$ cat src/rtl/vga_timing_gen.sv
// vga_timing_gen: parametrised VGA timing generator with registered syncs, enable, coordinates and strobes.
// Defining VGA_TESTPAT_EN adds an 8-bit RRRGGGBB colour-bar output rgb.
module vga_timing_gen #(
    parameter int H_ACT   = 640,
    parameter int H_FP    = 16,
    parameter int H_SYNC  = 96,
    parameter int H_BP    = 48,
    parameter int V_ACT   = 480,
    parameter int V_FP    = 10,
    parameter int V_SYNC  = 2,
    parameter int V_BP    = 33,
    parameter int PIX_DIV = 4,
    parameter bit HS_POL  = 1'b0,
    parameter bit VS_POL  = 1'b0,
    parameter int CW      = 10
) (
    input  logic          clk,
    input  logic          rst,
`ifdef VGA_TESTPAT_EN
    output logic [7:0]    rgb,
`endif
    output logic          req,
    output logic          en,
    output logic [CW-1:0] col,
    output logic [CW-1:0] row,
    output logic          hsync,
    output logic          vsync,
    output logic          line_start,
    output logic          frame_start
);
    localparam int HT = H_ACT + H_FP + H_SYNC + H_BP;
    localparam int VT = V_ACT + V_FP + V_SYNC + V_BP;
    localparam int DW = (PIX_DIV > 1) ? $clog2(PIX_DIV) : 1;
    localparam logic [DW-1:0] P_END = DW'(PIX_DIV - 1);
    localparam logic [CW-1:0] H_END = CW'(HT - 1);
    localparam logic [CW-1:0] H_FS  = CW'(H_ACT);
    localparam logic [CW-1:0] H_SS  = CW'(H_ACT + H_FP);
    localparam logic [CW-1:0] H_BS  = CW'(H_ACT + H_FP + H_SYNC);
    localparam logic [CW-1:0] V_END = CW'(VT - 1);
    localparam logic [CW-1:0] V_FS  = CW'(V_ACT);
    localparam logic [CW-1:0] V_SS  = CW'(V_ACT + V_FP);
    localparam logic [CW-1:0] V_BS  = CW'(V_ACT + V_FP + V_SYNC);

    typedef enum logic [1:0] {ACTIVE, FP, SYNC, BP} region_t;

    logic [DW-1:0] pcnt_q, pcnt_d;
    logic [CW-1:0] h_q, h_d, v_q, v_d;
    region_t       hst_q, hst_d, vst_q, vst_d;
    logic          tick, h_wrap, v_step;
    logic          req_q, req_d, en_q, en_d, hs_q, hs_d, vs_q, vs_d;
    logic          ls_q, ls_d, fs_q, fs_d;
    logic [CW-1:0] col_q, col_d, row_q, row_d;

    // Region states follow the next counter value; later boundaries win so zero-width porches are skipped.
    always_comb begin
        tick   = pcnt_q == P_END;
        h_wrap = h_q == H_END;
        v_step = tick && h_wrap;
        pcnt_d = tick ? '0 : pcnt_q + 1'b1;
        h_d    = tick ? (h_wrap ? '0 : h_q + 1'b1) : h_q;
        v_d    = v_step ? ((v_q == V_END) ? '0 : v_q + 1'b1) : v_q;
        hst_d  = !tick ? hst_q : (h_d == '0) ? ACTIVE : (h_d == H_BS) ? BP :
                 (h_d == H_SS) ? SYNC : (h_d == H_FS) ? FP : hst_q;
        vst_d  = !v_step ? vst_q : (v_d == '0) ? ACTIVE : (v_d == V_BS) ? BP :
                 (v_d == V_SS) ? SYNC : (v_d == V_FS) ? FP : vst_q;
        en_d   = hst_q == ACTIVE && vst_q == ACTIVE;
        col_d  = en_d ? h_q : '0;
        row_d  = en_d ? v_q : '0;
        hs_d   = (hst_q == SYNC) ? HS_POL : ~HS_POL;
        vs_d   = (vst_q == SYNC) ? VS_POL : ~VS_POL;
        req_d  = tick;
        ls_d   = tick && h_q == '0;
        fs_d   = ls_d && v_q == '0;
    end

`ifdef VGA_TESTPAT_EN
    localparam logic [CW+2:0] HA_W = (CW+3)'(H_ACT);
    logic [2:0] bar;
    logic [7:0] rgb_q, rgb_d;

    always_comb begin
        bar   = 3'({h_q, 3'b000} / HA_W);
        rgb_d = en_d ? {{3{bar[2]}}, {3{bar[1]}}, {2{bar[0]}}} : 8'h00;
    end

    assign rgb = rgb_q;
`endif

    always_ff @(posedge clk) begin
        if (rst) begin
            pcnt_q <= '0;
            h_q    <= '0;
            v_q    <= '0;
            hst_q  <= ACTIVE;
            vst_q  <= ACTIVE;
            req_q  <= 1'b0;
            en_q   <= 1'b0;
            col_q  <= '0;
            row_q  <= '0;
            hs_q   <= ~HS_POL;
            vs_q   <= ~VS_POL;
            ls_q   <= 1'b0;
            fs_q   <= 1'b0;
`ifdef VGA_TESTPAT_EN
            rgb_q  <= 8'h00;
`endif
        end else begin
            pcnt_q <= pcnt_d;
            h_q    <= h_d;
            v_q    <= v_d;
            hst_q  <= hst_d;
            vst_q  <= vst_d;
            req_q  <= req_d;
            en_q   <= en_d;
            col_q  <= col_d;
            row_q  <= row_d;
            hs_q   <= hs_d;
            vs_q   <= vs_d;
            ls_q   <= ls_d;
            fs_q   <= fs_d;
`ifdef VGA_TESTPAT_EN
            rgb_q  <= rgb_d;
`endif
        end
    end

    assign req         = req_q;
    assign en          = en_q;
    assign col         = col_q;
    assign row         = row_q;
    assign hsync       = hs_q;
    assign vsync       = vs_q;
    assign line_start  = ls_q;
    assign frame_start = fs_q;
endmodule

$ cat config.mk
export PLATFORM = sky130hd
export DESIGN_NAME = vga_timing_gen
export DESIGN_NICKNAME = d
export VERILOG_FILES = /design/src/rtl/vga_timing_gen.sv
export SDC_FILE = /design/constraint.sdc
export NUM_CORES = 1
export LEC_CHECK = 0
export ABC_AREA = 1
export CAP_MARGIN = 20
export CORE_AREA = 8 8 92 94
export CTS_CLUSTER_DIAMETER = 120
export DETAILED_ROUTE_END_ITERATION = 10
export DIE_AREA = 0 0 100 102
export HOLD_SLACK_MARGIN = 0.15
export RECOVER_POWER = 50
export SLEW_MARGIN = 30
export SYNTH_ARGS = -nofsm -noshare
export SYNTH_HDL_FRONTEND = slang
export SYNTH_SLANG_ARGS = --single-unit
$ cat constraint.sdc
create_clock -name clk -period 2.4 [get_ports clk]
set_input_delay 0.6 -clock clk [delete_from_list [all_inputs] [get_ports clk]]
set_output_delay 0.6 -clock clk [all_outputs]
set_load 0.01 [all_outputs]
# Word-level counts from Yosys, hierarchy flattened
# Index checks and enable logic that the tools add are counted.
# Widths: inputs -> output; s select.
[totals]
mem_count = 0
word_cells = 58
ram_bits = 0
output_inout_bits = 26
latchBits = 0
romBits = 0
regBits = 52
[classes]
n_bitwise = 1
multipliers = 0
addsub = 3
magnitude_cmp = 0
div_mod_pow = 0
n_reduce_logical = 16
muxes = 14
eq_ne = 11
shift = 0
[ops]
columns = ["operator", "count"]
rows = [
  ["$eq 10x10->1 const B", 5],
  ["$logic_not 10->1", 4],
  ["$mux 10", 4],
  ["$eq 10x9->1 const B", 3],
  ["$add 10x1->10 const B", 2],
  ["$mux 2", 8],
  ["$reduce_bool 4->1", 2],
  ["$eq 2x2->1 const B", 3],
  ["$logic_and 1x1->1", 4],
  ["$logic_not 2->1", 2],
  ["$reduce_and 2->1", 2],
  ["$reduce_or 2->1", 2],
  ["$add 2x1->2 const B", 1],
  ["$mux 1", 2],
  ["$not 1->1", 1],
]

# Depth between registers and ports, before layout
[logic_depth]
word_depth = 8
ltp_mapped = 18

# Worst setup path after synthesis
# No wires, ideal clock.
[synth_path]
path_type = "reg2reg"
startpoint = "reg v_q[0]"
endpoint = "reg vst_q[1]"
period_less_slack_ns = 1.891
stages_incl_launch_ff = 16
t_required_ns = 2.269
setup_time_ns = 0.131
path_buffers = 0
path_slack_ns = 0.509
arrival_time_ns = 1.761
cell_sequence = "dfxtp_1 > inv_1 > ha_1 > inv_1 > nor2_1 > nand4_2 > nand2_1 > nand2_1 > nand2_1 > nand3_1 > nor2_4 > nand3_2 > nand3_2 > nand2_1 > nand2_1 > a21oi_2"
[synth_via]
elab_chain_cells = 7
elab_cells_between_ends = 13
classes_between = "add/sub: 1; eq/ne: 4; mux: 5; reduce/logical: 3"
[synth_rtl]
columns = ["item", "line", "rtl"]
rows = [
  ["start, declared", "47", "logic [CW-1:0] h_q, h_d, v_q, v_d;"],
  ["start signal, assigned", "110", "v_q <= v_d;"],
  ["$add 10x1->10 or $eq 10x10->1 (tied branches)", "61", "v_d = v_step ? ((v_q == V_END) ? '0 : v_q + 1'b1) : v_q;"],
  ["$mux 10", "61", ""],
  ["$mux 10 (*)", "61", ""],
  ["$eq 10x9->1", "65", "(v_d == V_SS) ? SYNC : (v_d == V_FS) ? FP : vst_q;"],
  ["$mux 2", "65", ""],
  ["$mux 2 (2 in a row)", "64", "vst_d = !v_step ? vst_q : (v_d == '0) ? ACTIVE : (v_d == V_BS) ? BP :"],
  ["end signal, assigned", "112", "vst_q <= vst_d;"],
  ["end, declared", "48", "region_t hst_q, hst_d, vst_q, vst_d;"],
]
# Mark *: on every way between the ends. The rest lies on a longest branch, timed or not.
# A chain may end at the register's enable or synchronous reset.

# Final worst setup path
[layout_path]
startpoint = "reg h_q[0]"
endpoint = "reg vst_q[1]"
[layout_via]
elab_chain_cells = 7
elab_cells_between_ends = 12
classes_between = "eq/ne: 4; mux: 4; reduce/logical: 4"
[layout_rtl]
columns = ["item", "line", "rtl"]
rows = [
  ["start, declared", "47", ""],
  ["start signal, assigned", "92", "h_q <= '0;"],
  ["start signal, assigned", "109", "h_q <= h_d;"],
  ["$eq 10x10->1 (*)", "57", "h_wrap = h_q == H_END;"],
  ["$logic_and 1x1->1 (*)", "58", "v_step = tick && h_wrap;"],
  ["$mux 10", "61", ""],
  ["$eq 10x9->1", "65", ""],
  ["$mux 2", "65", ""],
  ["$mux 2 (2 in a row)", "64", ""],
]
# Marked as above.

==> results.yml <==
synthesis:
  syn_inst: 392
  yosysUniqueCellTypes: 34
  netlist_area_mm2: 0.002700
  yosysTopAreaCell: "dfxtp_1"
  ys_warn_count: 0
  synth_ff_type: "dfxtp_1"
  synth_edf_count: 0
  mappedNetlistNets: 399
  synth_seq_area_share_pct: 38.55
  syn-mean-instance-area_um2: 6.888
  ys_top_cells_by_area: "dfxtp_1 (39%), nand2_1 (14%), nor2_1 (9.0%)"
  ys_async_sr_fraction_pct: 0
  ys_ff_latch: 52
  netlist.area_leader.share_pct: 38.55
clocking:
  cts-buffers-inserted: 5
  clk_pin_slew_worst_paths_ns: 0.10
  clkSinkCount: 52
  root_buffer: "clkbuf_8"
  clock_latency_ns: 0.31
  clk_path_buf_depth: 2
  h-tree-depth: 2
  ctsHoldBuffers: 0
  cts_tree: "yes"
worst_setup_path:
  end_kind: "register"
  startpoint_type: "register"
  cp.buffers_inverters: 1
  crit_top_cell: "nand2_1"
  crit_chain: "ha_1, nand3_1, nor2_2, nand3_4, clkinv_4, nand2_1, nand2_1, nand2_1, nor2_1, nand3_2, nand3_2, nand2_1, nand2_1, a21oi_2"
  required_ns: 2.57
  worstReg2RegEnd: "vst_q[1]"
  r2r_setup_slack_ns: 0.21
  rr_worst_depth: 14
  cp_top_family: "simple AND/OR/NAND/NOR gates"
  max_stage_delay_ns: 0.38
  crit_arrival_ns: 2.36
  cp_max_fo: 10
  worstSetupPathType: "reg -> reg"
  r2r-start: "h_q[0]"
  timing.critical_path.slowest_stage_cell: "dfxtp_1"
route:
  first_pass_iters: 5
  num_vias: 2491
  drt_iter0_drc: 136
  ant_nets: 0
  avgRoutedWirePerCell_um: 12.50
  wirelength_um: 6498
  viasPerCell: 4.790
  drcViolationCount: 0
placed_design:
  dp_hpwl_um: 4933
  io_buffers: 27
  routabilityCongestion: 0.8762
  dp_cells: 511
floorplan:
  initial_utilization_pct: 38.25
  fp-row-count: 31
  ios: 28
  die_h_um: 102
  die_area_mm2: 0.01020
  coreArea_mm2: 0.007059
  die_w_um: 100
timing:
  final-max-slew-violation-count: 0
  skew_ns: 0.009115
  finalHoldViolations: 0
  setup_viol: 0
  slew_headroom_pct: 53.06
  finalCritPeriodShare_pct: 91.14
  fmax_ghz: 0.4572
  tightest_slew_ns: 0.7041
  final.min_clock_period_ns: 2.187
  hold_slack_ns: 0.4483
global_routing:
  grt_pass1_vias: 2246
  grt_max_degree: 21
  grt_usage_pct: 13.00
  grt_pass1_wl_um: 10570
  grt.overflow.total: 0
  antenna_found_initial: 0
cells_and_area:
  layout-drive-gt1-share_pct: 12.59
  syn_to_final_growth_pct: 18.58
  diodes: 0
  fin_nets: 427
  final_core_util_pct: 45.36
  fill_cells: 726
  final_common_cell: "nand2_1"
  fin_cells: 520
  final_cell_mix: "nand2_1 (101), nor2_1 (65), dfxtp_1 (52)"
job:
  cap_violations: 0
min_path:
  hold_start: "vst_q[1]"
  hold_depth: 1
  worstHoldPathType: "reg -> reg"
  worstHoldEndpoint: "vsync"
pwr:
  p_total_uw: 1571
  leakagePower_uw: 0.001370
  pwr_density_cell_mw_per_mm2: 490.6
  ir_drop_uv: 223.0
status:
  status: "finished, final reports clean"
worst register-to-register path, delay by kind of cell, from the launching register on:
kind            cells  cell delay, ns
flops               1            0.38
compound gates      1            0.05
simple gates       11            1.24
buf+inv             1            0.15
fa+ha+maj           1            0.22
how the worst max path moves through the flow:
stage              start       end  slack (ns)  depth (start not counted)
6_report          h_q[0]  vst_q[1]        0.21                         14
5_1_grt           h_q[0]  hst_q[1]      -0.008                         14
4_1_cts        pcnt_q[0]  hst_q[1]        0.06                         14
3_5_place_dp   pcnt_q[0]  hst_q[1]        0.08                         14
3_3_place_gp   pcnt_q[0]  hst_q[0]        0.16                         14
2_1_floorplan     v_q[0]  vst_q[1]        0.51                         15
logic make-up after synthesis:
family	synth area share (%)
adder cells (fa/ha/maj)	2.317
flip-flops	38.55
AO/OA/AOI/OAI	3.753
AND/OR/NAND/NOR	44.07
XOR/XNOR	1.622
buffers and inverters	9.685
cell usage after synthesis, types with 4 or more instances:
cell type	count
nand4_1	9
o21ai_0	7
nand2_1	101
dfxtp_1	52
buf_2	4
inv_2	7
nand2_2	5
xor2_1	5
nand3_1	32
clkbuf_1	5
nor2_1	65
nor2_2	9
ha_1	5
o21ai_1	4
inv_1	42
nor3_1	7
nand2_4	4
metal layers:
layer  GRT usage (%)  wire (um)
met5               0          0
met1           16.82       2968
met2           20.63       2861
met4           4.419         85
met3           3.134        583
cell type report:
cell class	count	area, um2	area share (%)
inverters	50	195.2	6.096
well taps	99	123.9	3.869
multi-input cells	278	1423	44.43
clock buffers	6	72.57	2.267
clock inverters	2	38.79	1.211
repair buffers	33	307.8	9.613
flip-flops and latches	52	1041	32.51
sequential cells by signal, indices dropped and copies added, names as in the netlist, 2 cells and up:
signal and count:
col 10, h_q 10, hst_q 2, pcnt_q 2, row 10, v_q 10
vst_q 2
per-stage QoR:
| step | setup TNS, ns | instance area, um2 | worst slack (ns) |
|---|---|---|---|
| 2_1_floorplan | 0 | 2700 | 0.5087 |
| 3_3_place_gp | 0 | 3063 | 0.1629 |
| 3_5_place_dp | 0 | 3063 | 0.08342 |
| 4_1_cts | 0 | 3174 | 0.06457 |
| 5_1_grt | -0.008333 | 3202 | -0.008333 |
| 6_report | 0 | 3202 | 0.2126 |
power by group:
group / switching [uW] / leakage [uW] / total [uW] / internal (uW)
Clock: 302 / 0.0000558 / 618 / 316
Combinational: 44.0 / 0.000895 / 72.8 / 28.8
Sequential: 6.85 / 0.000420 / 880 / 873
repair_timing:
item | 4_1_cts | 5_1_grt
setup buffers | 0 | 1
endpoints found under the setup margin | 0 | 4
gates resized for setup | 0 | 6
No activity file was read; power rests on OpenSTA's default activity.
